## src/rtl/dac_serial_tx.sv

```systemverilog
// rtl/dac_serial_tx.sv - 16-bit SPI write-frame transmitter for an MCP4911-style DAC with LDAC strobe
module dac_serial_tx #(
    parameter int CLK_DIV = 8,
    parameter bit BUF     = 1'b1,
    parameter bit GA_N    = 1'b1,
    parameter bit SHDN_N  = 1'b1
) (
    input  logic       sysclk,
    input  logic       rst_n,
    input  logic [9:0] data_in,
    input  logic       load,
    output logic       busy,
    output logic       dac_cs_n,
    output logic       dac_sck,
    output logic       dac_sdi,
    output logic       dac_ld_n
);

    localparam logic [7:0] DIV_LAST = 8'(CLK_DIV - 1);

    typedef enum logic [1:0] {
        S_IDLE  = 2'd0,
        S_SHIFT = 2'd1,
        S_GAP   = 2'd2,
        S_LATCH = 2'd3
    } state_t;

    state_t      state_q, state_d;
    logic [15:0] shift_q, shift_d;
    logic [3:0]  bit_cnt_q, bit_cnt_d;
    logic [7:0]  div_q, div_d;
    logic        busy_q, busy_d;
    logic        cs_n_q, cs_n_d;
    logic        sck_q, sck_d;
    logic        sdi_q, sdi_d;
    logic        ld_n_q, ld_n_d;
    logic        tick;
    logic [15:0] frame;

    assign tick  = (state_q != S_IDLE) && (div_q == DIV_LAST);
    assign frame = {1'b0, BUF, GA_N, SHDN_N, data_in, 2'b00};

    always_ff @(posedge sysclk or negedge rst_n) begin
        if (!rst_n) begin
            state_q   <= S_IDLE;
            shift_q   <= '0;
            bit_cnt_q <= '0;
            div_q     <= '0;
            busy_q    <= 1'b0;
            cs_n_q    <= 1'b1;
            sck_q     <= 1'b0;
            sdi_q     <= 1'b0;
            ld_n_q    <= 1'b1;
        end else begin
            state_q   <= state_d;
            shift_q   <= shift_d;
            bit_cnt_q <= bit_cnt_d;
            div_q     <= div_d;
            busy_q    <= busy_d;
            cs_n_q    <= cs_n_d;
            sck_q     <= sck_d;
            sdi_q     <= sdi_d;
            ld_n_q    <= ld_n_d;
        end
    end

    always_comb begin
        state_d = state_q;
        case (state_q)
            S_IDLE:  if (load) state_d = S_SHIFT;
            S_SHIFT: if (tick && sck_q && (bit_cnt_q == 4'd15)) state_d = S_GAP;
            S_GAP:   if (tick) state_d = S_LATCH;
            S_LATCH: if (tick) state_d = S_IDLE;
            default: state_d = S_IDLE;
        endcase
    end

    // Registered line values; a tick while sck is high is the falling edge that advances the data.
    always_comb begin
        shift_d   = shift_q;
        bit_cnt_d = bit_cnt_q;
        busy_d    = busy_q;
        cs_n_d    = cs_n_q;
        sck_d     = sck_q;
        sdi_d     = sdi_q;
        ld_n_d    = ld_n_q;
        if (state_q == S_IDLE) begin
            div_d = '0;
        end else begin
            div_d = tick ? 8'd0 : div_q + 8'd1;
        end
        case (state_q)
            S_IDLE: begin
                if (load) begin
                    shift_d   = frame;
                    bit_cnt_d = '0;
                    cs_n_d    = 1'b0;
                    sdi_d     = frame[15];
                    sck_d     = 1'b0;
                    busy_d    = 1'b1;
                end
            end
            S_SHIFT: begin
                if (tick) begin
                    if (!sck_q) begin
                        sck_d = 1'b1;
                    end else begin
                        sck_d     = 1'b0;
                        shift_d   = {shift_q[14:0], 1'b0};
                        bit_cnt_d = bit_cnt_q + 4'd1;
                        if (bit_cnt_q == 4'd15) begin
                            cs_n_d = 1'b1;
                            sdi_d  = 1'b0;
                        end else begin
                            sdi_d = shift_q[14];
                        end
                    end
                end
            end
            S_GAP:   if (tick) ld_n_d = 1'b0;
            S_LATCH: begin
                if (tick) begin
                    ld_n_d = 1'b1;
                    busy_d = 1'b0;
                end
            end
            default: ;
        endcase
    end

    assign busy     = busy_q;
    assign dac_cs_n = cs_n_q;
    assign dac_sck  = sck_q;
    assign dac_sdi  = sdi_q;
    assign dac_ld_n = ld_n_q;

endmodule

```

## config.mk

```make
export PLATFORM = sky130hd
export DESIGN_NAME = dac_serial_tx
export DESIGN_NICKNAME = d
export VERILOG_FILES = /design/src/rtl/dac_serial_tx.sv
export SDC_FILE = /design/constraint.sdc
export NUM_CORES = 1
export LEC_CHECK = 0
export BUFFER_PORTS_ARGS = -buffer_cell sky130_fd_sc_hd__buf_2
export CELL_PAD_IN_SITES_DETAIL_PLACEMENT = 0
export CELL_PAD_IN_SITES_GLOBAL_PLACEMENT = 2
export CORE_MARGIN = 1
export CORE_UTILIZATION = 37
export CTS_CLUSTER_SIZE = 8
export DETAILED_ROUTE_END_ITERATION = 10
export GPL_TIMING_DRIVEN = 1
export PLACE_DENSITY_LB_ADDON = 0.1
export SLEW_MARGIN = 20
export SYNTH_ARGS = -nofsm -noshare
export SYNTH_HDL_FRONTEND = slang
export SYNTH_SLANG_ARGS = --single-unit
```

## constraint.sdc

```tcl
create_clock -name sysclk -period 2.7 [get_ports sysclk]
set_input_delay 0.405 -clock sysclk [delete_from_list [all_inputs] [get_ports sysclk]]
set_output_delay 0.405 -clock sysclk [all_outputs]
set_load 0.02 [all_outputs]
```

# After elaboration in Yosys (flattened, before gate mapping)
# Index checks and enable logic that the tools add are counted.
# word_totals
regBits	34
elab_cells	69
# classes
add_sub_neg	2
n_eq_ne	12
mux	32
n_reduce_logical	14
# op_table
cell	count
2-to-1 mux 15 bit	3
case mux 15 bit (2 select lines)	1
2-to-1 mux 8 bit	2
!= test 2 bit (second input constant)	7
2-to-1 mux 1 bit	12
2-to-1 mux 4 bit	3
case mux 1 bit (2 select lines)	5
AND reduction 3 bit	3
adder 8 x 1 -> 8 bit (second input constant)	1
== test 8 x 3 -> 1 bit (second input constant)	1
2-to-1 mux 2 bit	4
case mux 2 bit (4 select lines)	1
case mux 4 bit (2 select lines)	1
AND reduction 4 bit	2
nonzero test 2 bit	4
AND reduction 5 bit	1
adder 4 x 1 -> 4 bit (second input constant)	1
== test 2 bit (second input constant)	2
== test 4 bit (second input constant)	1
logical AND 1 bit	3
== test 2 x 1 -> 1 bit (second input constant)	1
logical NOT 2 bit	1

# Logic depth before layout (Yosys ltp)
# Gate-level depths: netlist of the first run.
# logic_depth
ltp_word	6
ltp_mapped	7

# Least setup slack after synthesis of the first run
# OpenSTA, ideal clock, no wires.
# synth_path
path_kind	register -> register
startpoint	register div_q[0]
endpoint	register state_q[1]
setup_ns	0.125
t_arrival_ns	1.812
required_ns	2.575
setup_slack_ns	0.763
path_stages_with_launch	6
path_buffers	0
cell_sequence	dfrtp_1 -> ha_1 -> or3b_2 -> a2111oi_4 -> nor2_2 -> mux2_4
# synth_between
elab_chain_cells	6
# synth_lines
item	line_no	rtl
from (decl)	31	logic [7:0] div_q, div_d;
from (signal assigned)	58	div_q <= div_d;
== test 8 x 3 -> 1 bit *	40	assign tick = (state_q != S_IDLE) && (div_q == DIV_LAST);
logical AND 1 bit *	40	
logical AND 1 bit (2 in series)	71	S_SHIFT: if (tick && sck_q && (bit_cnt_q == 4'd15)) state_d = S_GAP;
!= test 2 bit (no source line)	-	
AND reduction 4 bit (no source line) *	-	
to (signal assigned)	55	state_q <= state_d;
to (decl)	28	state_t state_q, state_d;
# Mark *: on every way between the ends. The rest lies on a longest branch, timed or not.
# A chain may end at the register's enable or synchronous reset.

# Worst setup path after layout of the first run
# layout_path
startpoint	register div_q[0]
endpoint	register shift_q[10]
# layout_between
elab_chain_cells	4
# layout_lines
item	line_no	rtl
== test 8 x 3 -> 1 bit	40	
logical AND 1 bit	40	
!= test 2 bit (no source line)	-	
AND reduction 4 bit (no source line)	-	
to (signal assigned)	56	shift_q <= shift_d;
to (decl)	29	logic [15:0] shift_q, shift_d;
# Every way passes these cells.

==> metrics list, run 1 <==
- Of the post-synthesis cell area, the dominant cell type holds 0.444.
- Post-Place Setup Slack: 511 ps
* Async set-or-reset flop fraction in the synthesized netlist: 1.00
* TritonCTS buffer count: 5
- Number of setup violations in the final report: 0
- Hold crit path type: in2async
- # rows: 24
- Wire length of the first global-routing pass: roughly 6300 um
- Initial antenna violation count: 0
* Starting utilization of the core area: 0.385
* GRT Residual Overflow: 0
* Worst setup slack after layout: 508 ps
- In the global route stage, overall resource usage came out at 0.166.
- Net count of the finished layout: 210
* RSZ-0062 raised after global routing: false
- Post-Route Hold Slack: 176 ps
- CTS tree: done
- The number of endpoints with negative hold slack in the final report is 0.
* Via count of the first global-routing pass: roughly 1400
- Count of maximum capacitance violations: 0
- The synthesized design spends more area on one cell type than any other, namely sky130_fd_sc_hd__dfrtp_1.
- In this run the deepest clock path goes through 2 buffers.
- Static leakage: about 0.00085 uW
- Gate Count Post-Synth: roughly 170
- Counting every net in the synthesized netlist gives between 150 and 200.
- Final clock skew: ~4.3 ps
* Count of cell types in the netlist: 42
* Post-synthesis average cell area: 10.1 um2
- Power density over the cells: 1010 mW/mm2
- Proportion of synthesized chip area in sequential cells: 0.476
- The first detailed-routing pass ran for 4 iterations.
- Counting stages on the worst path, the most repeated cell is sky130_fd_sc_hd__nand3_1.
- Data on the critical path arrives at its endpoint at 2400 ps.
- The floorplan step set the die width to about 70 um.
* Number of vias in the routed layout: about 1300
- Number of inserted diodes: 0
- Outcome: finished clean
- The die covers just under 0.005 mm2.
- CP max FO: 7
- For the final routed database, the setup TNS stands at 0 ps.
- Skew-Pair Late Insertion Delay: 280 ps
- The Yosys step of the flow raised 0 warnings.
- Post-detailed-route DRC marker count: 0
- Slew at the pin closest to its max-slew limit: approximately 730 ps
- In this run, synthesis produced a sequential element count of 32.
- In this run the remaining antenna-violating nets after routing total 0.
* Required time reported for the critical path endpoint: between 2000 and 3000 ps
- Of the available clock period, the critical path in the final layout requires 0.812.
- Buffer cell driving the clock tree root: sky130_fd_sc_hd__clkbuf_8
* HPWL after detailed placement: around 2500 um
- Buffers on Ports: 17
* Post-CTS Repair Setup Buffers: 0
* Delay of the slowest critical-path stage: ~550 ps
- Routed WL: about 3600 um
- Proportion of layout cells with a drive suffix above 1: 0.194
- Critical Path End Type: register
* Core area: between 0.004 and 0.005 mm2
- Fill cells in the final layout number between 400 and 500.
- From bottom edge to top edge, the die measures between 60 and 70 um.
- For this block, the initial DRC count from the detailed router was 56.
- The critical path goes through ha_1 > or3b_2 > nor4b_4 > buf_4 > nand3_1 > nand3_1.
* Instance area after placement: 0.00185 mm2
- Crit path max-delay cell type: sky130_fd_sc_hd__or3b_2
- Largest net degree at the start of global routing: 33
- For this run, the leading register cell type out of synthesis is sky130_fd_sc_hd__dfrtp_1.
- Syn-to-layout area delta: 14.7%
- Clock tree synthesis found a total of 32 sinks.
* Max Freq: between 400 and 500 MHz
- Clock transition at path regs: about 60 ps
- The worst setup path is of the reg2reg kind.
* Global placement routability congestion: approximately 0.78
* Drt via density: 5.50
* Maximum vdd drop: roughly 540 uV
- Sorting the synthesized cells by area gives the leading types as sky130_fd_sc_hd__dfrtp_1, sky130_fd_sc_hd__nand3_1, sky130_fd_sc_hd__ha_1, sky130_fd_sc_hd__a22oi_1, sky130_fd_sc_hd__dfstp_2.
- Final-report max-slew violation count: 0
- After clock tree synthesis, the repair step resized 0 gates.
- Final Instance Area: slightly below 0.002 mm2
- After clock tree synthesis, the flow added hold-fix buffers numbering 0.
- In the final routed layout, each cell accounts on average for 14.8 um.
* Startpoint Class: register
- In this run the cell area of the synthesized design comes to 0.00169 mm2.
- The clock tree synthesis step divided the H-tree into 2 levels.
- Yosys mapped a number of flops with a built-in enable equal to 0.
- The smallest clock period supported by the final layout is computed as ~2200 ps.
- For this design the top-level I/O count stands at 18.
* Headroom to the max-slew limit: 0.516
-- cells in the final DEF (no fill, tap or decap), types with 2 or more instances in the layout --
cell / synthesis / final
sky130_fd_sc_hd__nand3b_1: 2 / 2
sky130_fd_sc_hd__o22ai_1: 2 / 2
sky130_fd_sc_hd__nor2b_1: 2 / 2
sky130_fd_sc_hd__dfrtp_1: 30 / 30
sky130_fd_sc_hd__o211ai_1: 2 / 2
sky130_fd_sc_hd__and3_1: 3 / 3
sky130_fd_sc_hd__o22a_1: 2 / 2
sky130_fd_sc_hd__nand2_1: 6 / 6
sky130_fd_sc_hd__o21ai_0: 2 / 2
sky130_fd_sc_hd__xor2_1: 5 / 5
sky130_fd_sc_hd__xnor2_1: 3 / 3
sky130_fd_sc_hd__clkbuf_8: 0 / 6
sky130_fd_sc_hd__buf_4: 1 / 5
sky130_fd_sc_hd__mux2i_1: 2 / 2
sky130_fd_sc_hd__ha_1: 7 / 7
sky130_fd_sc_hd__inv_1: 9 / 9
sky130_fd_sc_hd__nor2_1: 11 / 11
sky130_fd_sc_hd__buf_2: 0 / 17
sky130_fd_sc_hd__dfstp_2: 2 / 2
sky130_fd_sc_hd__nand3_1: 39 / 39
sky130_fd_sc_hd__a21oi_1: 3 / 3
sky130_fd_sc_hd__a22oi_1: 9 / 9
sky130_fd_sc_hd__clkbuf_1: 5 / 2
-- worst max-delay path, delay by kind of cell (launching register included) --
kind,cells,cell delay [ps]
AND/OR/NAND/NOR,4,1250
flip-flops,1,400
adder cells (fa/ha/maj),1,250
buffers and inverters,1,230
-- Yosys cell counts, drive strengths merged, types with 2 or more instances --
master	count
nand3	39
dfrtp	30
nor2	12
a22oi	9
inv	9
ha	7
nand2	6
clkbuf	5
xor2	5
a21oi	3
and3	3
o21ai	3
xnor2	3
a2111oi	2
buf	2
dfstp	2
mux2i	2
nand3b	2
nor2b	2
nor4b	2
o211ai	2
o22a	2
o22ai	2
-- power breakdown --
part,total [uW],internal (uW),switching [uW]
clock,375,208,167
sequential,755,624,131
combinational,823,342,481
total,1950,1170,779
-- registers in the layout (all words and copies together) (netlist names) --
signal and cells:
shift_q 13, div_q 8, bit_cnt_q 4, state_q 2
busy 1, dac_cs_n 1, dac_ld_n 1, dac_sck 1
dac_sdi 1
-- worst paths after layout --
path	startpoint	end	slack [ps]	cells after the start
min	rst_n	shift_q[7]	180	1
max	div_q[0]	shift_q[10]	510	6
min in group sysclk	data_in[4]	shift_q[6]	360	3
max reg2reg	div_q[0]	shift_q[10]	510	6
min reg2reg	shift_q[12]	shift_q[12]	500	1
max in group asynchronous	rst_n	div_q[6]	2050	1
-- routing by layer --
layer	share of wire	track usage	wire length [um]
met1	0.47	0.208	1680
met2	0.48	0.269	1700
met3	0.044	0.0567	157
met4	0.012	0.0544	42
met5	0	0	0
-- final cells by class --
class                      count  area, um2  area share
timing repair buffer          22        123      0.0633
sequential                    32        803       0.415
tap                           52       65.1      0.0336
clock buffer                   8       90.1      0.0465
inverter                       9       33.8      0.0174
multi-input combinational    120        822       0.424
-- logic make-up (layout without fill, tap and decap cells) --
| group | after synthesis | in the layout | synth area share |
|---|---|---|---|
| AND/OR/NAND/NOR | 74 | 74 | 0.242 |
| buffers and inverters | 16 | 39 | 0.0378 |
| adder cells (fa/ha/maj) | 7 | 7 | 0.0518 |
| multiplexers | 3 | 3 | 0.0207 |
| AO/OA/AOI/OAI | 28 | 28 | 0.130 |
| flip-flops | 32 | 32 | 0.476 |
| XOR/XNOR | 8 | 8 | 0.0415 |
-- per-stage QoR --
stage / std cells / utilization / power (uW)
final: 243 / 0.442 / 1950
after global routing: 243 / 0.442 / 2110
after CTS: 243 / 0.442 / 1980
after detailed placement: 235 / 0.421 / 1600
after global placement: 235 / 0.421 / 1570
after floorplan: 168 / - / 1370
Note: power is estimated with default switching activity, not from simulation.
==> inputs of run 2 (changes only) <==
ABC_AREA = 1   (was unset)
CORE_UTILIZATION = 34   (was 37)
clock period = 2.1 ns   (was 2.7 ns; I/O delays follow)
==> metrics list, run 2 <==
- Delay of the slowest critical-path stage: around 400 ps
- Counting every sink on the clock net gives 32.
- Of the post-synthesis cell area, the dominant cell type holds 0.406.
- Detailed routing inserted a total of roughly 1500 vias.
- HPWL after detailed placement: between 2000 and 3000 um
* CTS HTree Levels: 2
* Max Freq: 549 MHz
- Static leakage: 0.00108 uW
- The number of buffers and inverters on the critical path is 3.
* Headroom to the max-slew limit: 0.507
* Global placement routability congestion: 0.698
- Clock network power share: 0.168
- For this run, asynchronously set or reset flops after synthesis account for 1.00.
* Register bank with the most flops: shift_q
- Entering global routing, the biggest net connects 33 pins.
- Clock-pin slew was measured on the worst setup and hold paths at 70 ps.
- Power, Total: ~3000 uW
- Using the TritonRoute via totals, the vias-per-cell ratio works out to roughly 4.6.
- Gate Count Post-Synth: about 240
- Mean routed wirelength per cell: 12.1 um
- The finished cells cover about 0.0021 mm2.
- Width of the die: roughly 76 um
* CTS tree: done
* RSZ-0062 raised after global routing: false
* Startpoint Class: register
- In the synthesized netlist the dominant register cell turns out to be sky130_fd_sc_hd__dfrtp_1.
- The final layout contains 276 nets.
- Number of failing hold endpoints at the final stage: 0
- Share of the clock period used by the worst path: 0.868
- Relative to the synthesized area, the layout overhead comes to 11.8%.
* Outcome: finished clean
- Across the run, the number of max-cap violations was 0.
- The detail route stage leaves a number of antenna-violating nets equal to 0.
- Routed length on met3: 139 um
- Sorting the synthesized cells by area gives the leading types as sky130_fd_sc_hd__dfrtp_1, sky130_fd_sc_hd__nand2_1, sky130_fd_sc_hd__nand4_1, sky130_fd_sc_hd__ha_1, sky130_fd_sc_hd__nor2_1.
- Chip Height: 75.8 um
* Seq pwr share: 0.325
- Initial antenna violation count: 0
* Number of DRC markers in iteration 0: 51
* Number of ports placed on the die boundary: 18
* Buffer cell driving the clock tree root: sky130_fd_sc_hd__clkbuf_8
* Post-CTS Repair Setup Buffers: 0
- No sink is reached through more buffers than the 2 on the longest clock path.
- Worst setup path class: reg2reg
- Hold crit path type: in2async
- In the final routing, the length of wire on met1 measures between 2000 and 2500 um.
- The library cells used most frequently in the layout, excluding fill and tap cells, are sky130_fd_sc_hd__nand2_1, sky130_fd_sc_hd__dfrtp_1, sky130_fd_sc_hd__nor2_1.
- Adding up every negative setup slack in the final design gives 0 ps.
- At the pin with the least slew margin, the transition time is 739 ps.
- Routed WL: between 3000 and 4000 um
- The register with the most flip-flops in the layout has 13 of them.
* Aggregate global-route resource usage: 0.159
- For this configuration, the core starts out at a cell density of 0.358.
- Met2 wire length: around 1700 um
* Logic pwr share: 0.508
- The biggest area contributor in the post-synthesis netlist is sky130_fd_sc_hd__dfrtp_1.
- In this run the power density over the cells is about 1400 mW/mm2.
* Flops & latches, synth: 32
- Post-synthesis average cell area: roughly 7.9 um2
- Subtracting the final worst setup slack from the clock period gives about 1800 ps.
* Commonest non-fill, non-tap cell in the layout: sky130_fd_sc_hd__nand2_1
- At the later pin of the worst-skew pair, clock insertion delay measures ~280 ps.
* Critical Path End Type: register
- Net Sw Frac: 0.452
- Cell with the most instances after synthesis: sky130_fd_sc_hd__nand2_1
* Required time reported for the critical path endpoint: 2320 ps
- Number of setup violations in the final report: 0
- Post-detailed-route DRC marker count: 0
* Proportion of synthesized chip area in sequential cells: 0.434
- Cells along the critical path: inv_1 > ha_1 > nor2_4 > nand2_2 > nor2_4 > inv_2 > nand2_4 > buf_4 > nand4_1 > nand2_1
- Post-synth design cell area: between 0.0015 and 0.002 mm2
- Gates resized during post-CTS repair numbered 0.
* GRT Residual Overflow: 0
* Maximum vdd drop: about 540 uV
- Via count of the first global-routing pass: around 1400
* Core area: about 0.0052 mm2
- The number of antenna diodes in the final layout is 0.
* Crit path max-delay cell type: sky130_fd_sc_hd__dfrtp_1
- The cell that appears most often on the critical path is sky130_fd_sc_hd__nor2_4.
- Signal routing reaches up to met4.
- Internal power: roughly 1600 uW
- In the final layout, the share of cells above drive strength 1 is 0.202.
* Area of the die: about 0.0057 mm2
- Summed over all nets, the switching power comes to roughly 1300 uW.
- STA puts the critical path data arrival time at around 2000 ps.
- The first global-routing pass estimated ~6600 um of wire.
- Total number of yosys warnings: 0
- The clock arrives with 3.40 ps of skew.
- Instance area after placement: slightly below 0.002 mm2
- Count of cell types in the netlist: 27
* Final-report max-slew violation count: 0
* # rows: 26
- Hold buffer count at cts: 0
* Syn Nets: between 200 and 300
- Yosys mapped a number of flops with a built-in enable equal to 0.
- CP max FO: 17
- Top Registers: shift_q x13, div_q x8, bit_cnt_q x4
- The count of buffers added on input and output ports is 17.
- DR pass1 iterations: 4
- After synthesis, the most frequently instantiated cells are sky130_fd_sc_hd__nand2_1, sky130_fd_sc_hd__dfrtp_1, sky130_fd_sc_hd__nor2_1.
* Cell family contributing the most delay on the critical path: simple AND/OR/NAND/NOR gates
- TritonCTS buffer count: 5
==> run 2: cell count changes in the layout (fill, tap and decap cells not counted), sizes merged, moves of 3 or more <==
cell,change
nand4,+17
buf,+3
nand2,+87
or2,+3
o21ai,+3
nor2,+13
nand3,-28
and3,-3
xnor2,-3
inv,+12
xor2,-4
a22oi,-8
==> run 2: path summary, 6_finish.rpt <==
| kind | cells after the start | startpoint | slack [ps] | to |
|---|---|---|---|---|
| max in group asynchronous | 1 | rst_n | 1530 | bit_cnt_q[2] |
| min in group sysclk | 3 | data_in[0] | 260 | shift_q[2] |
| max reg2reg | 10 | state_q[0] | 280 | dac_sdi |
| min | 1 | rst_n | 90 | div_q[0] |
| min reg2reg | 1 | div_q[0] | 460 | div_q[0] |
| max | 10 | state_q[0] | 280 | dac_sdi |
==> run 2: cell families (layout without fill, tap and decap cells) <==
family	count (synthesis)	count (layout)	synth area share
AOI/OAI and AO/OA	9	9	0.0331
xor gates and xnor gates	1	1	0.00473
adders and majority gates	7	7	0.0473
buffers and inverters	32	54	0.101
DFF	32	32	0.434
and+or+nand+nor	154	154	0.380
==> run 2: power groups by stage <==
stage / Clock (uW) / Combinational [uW] / Sequential (uW)
global route: 546 / 1700 / 989
CTS: 515 / 1530 / 962
floorplan: 0 / 1250 / 970
detailed placement: 0 / 1530 / 972
global placement: 0 / 1530 / 971
finish: 496 / 1500 / 959
==> run 2: final cells by class <==
class / count / area (um2)
flip-flops and latches: 32 / 803
multi-input cells: 171 / 861
clock buffers: 6 / 82.6
well taps: 70 / 87.6
clock inverters: 2 / 10.0
repair buffers: 25 / 145
fillers: 557 / 3100
inverters: 21 / 78.8
==> run 2: metrics by stage <==
stage | hold slack, ps | setup WS (ps) | utilization | std cells
5_1_grt | 151 | 78.7 | 0.400 | 327
2_1_floorplan | 19.4 | 498 | - | 235
6_report | 95.0 | 278 | 0.400 | 327
3_3_place_gp | 435 | 275 | 0.382 | 319
4_1_cts | 126 | 248 | 0.400 | 327
3_5_place_dp | 429 | 269 | 0.382 | 319
==> run 2: routing by layer <==
layer,track usage,vias to the layer above
met4,0.0494,0
met3,0.0476,4
met5,0,-
met2,0.243,26
met1,0.217,689
li1,-,786
==> run 2: worst register-to-register path: stages, from the launching register on <==
cell	delay, ps
sky130_fd_sc_hd__dfrtp_1	400
sky130_fd_sc_hd__inv_1	90
sky130_fd_sc_hd__ha_1	340
sky130_fd_sc_hd__nor2_4	130
sky130_fd_sc_hd__nand2_2	70
sky130_fd_sc_hd__nor2_4	110
sky130_fd_sc_hd__inv_2	80
sky130_fd_sc_hd__nand2_4	80
sky130_fd_sc_hd__buf_4	230
sky130_fd_sc_hd__nand4_1	140
sky130_fd_sc_hd__nand2_1	90
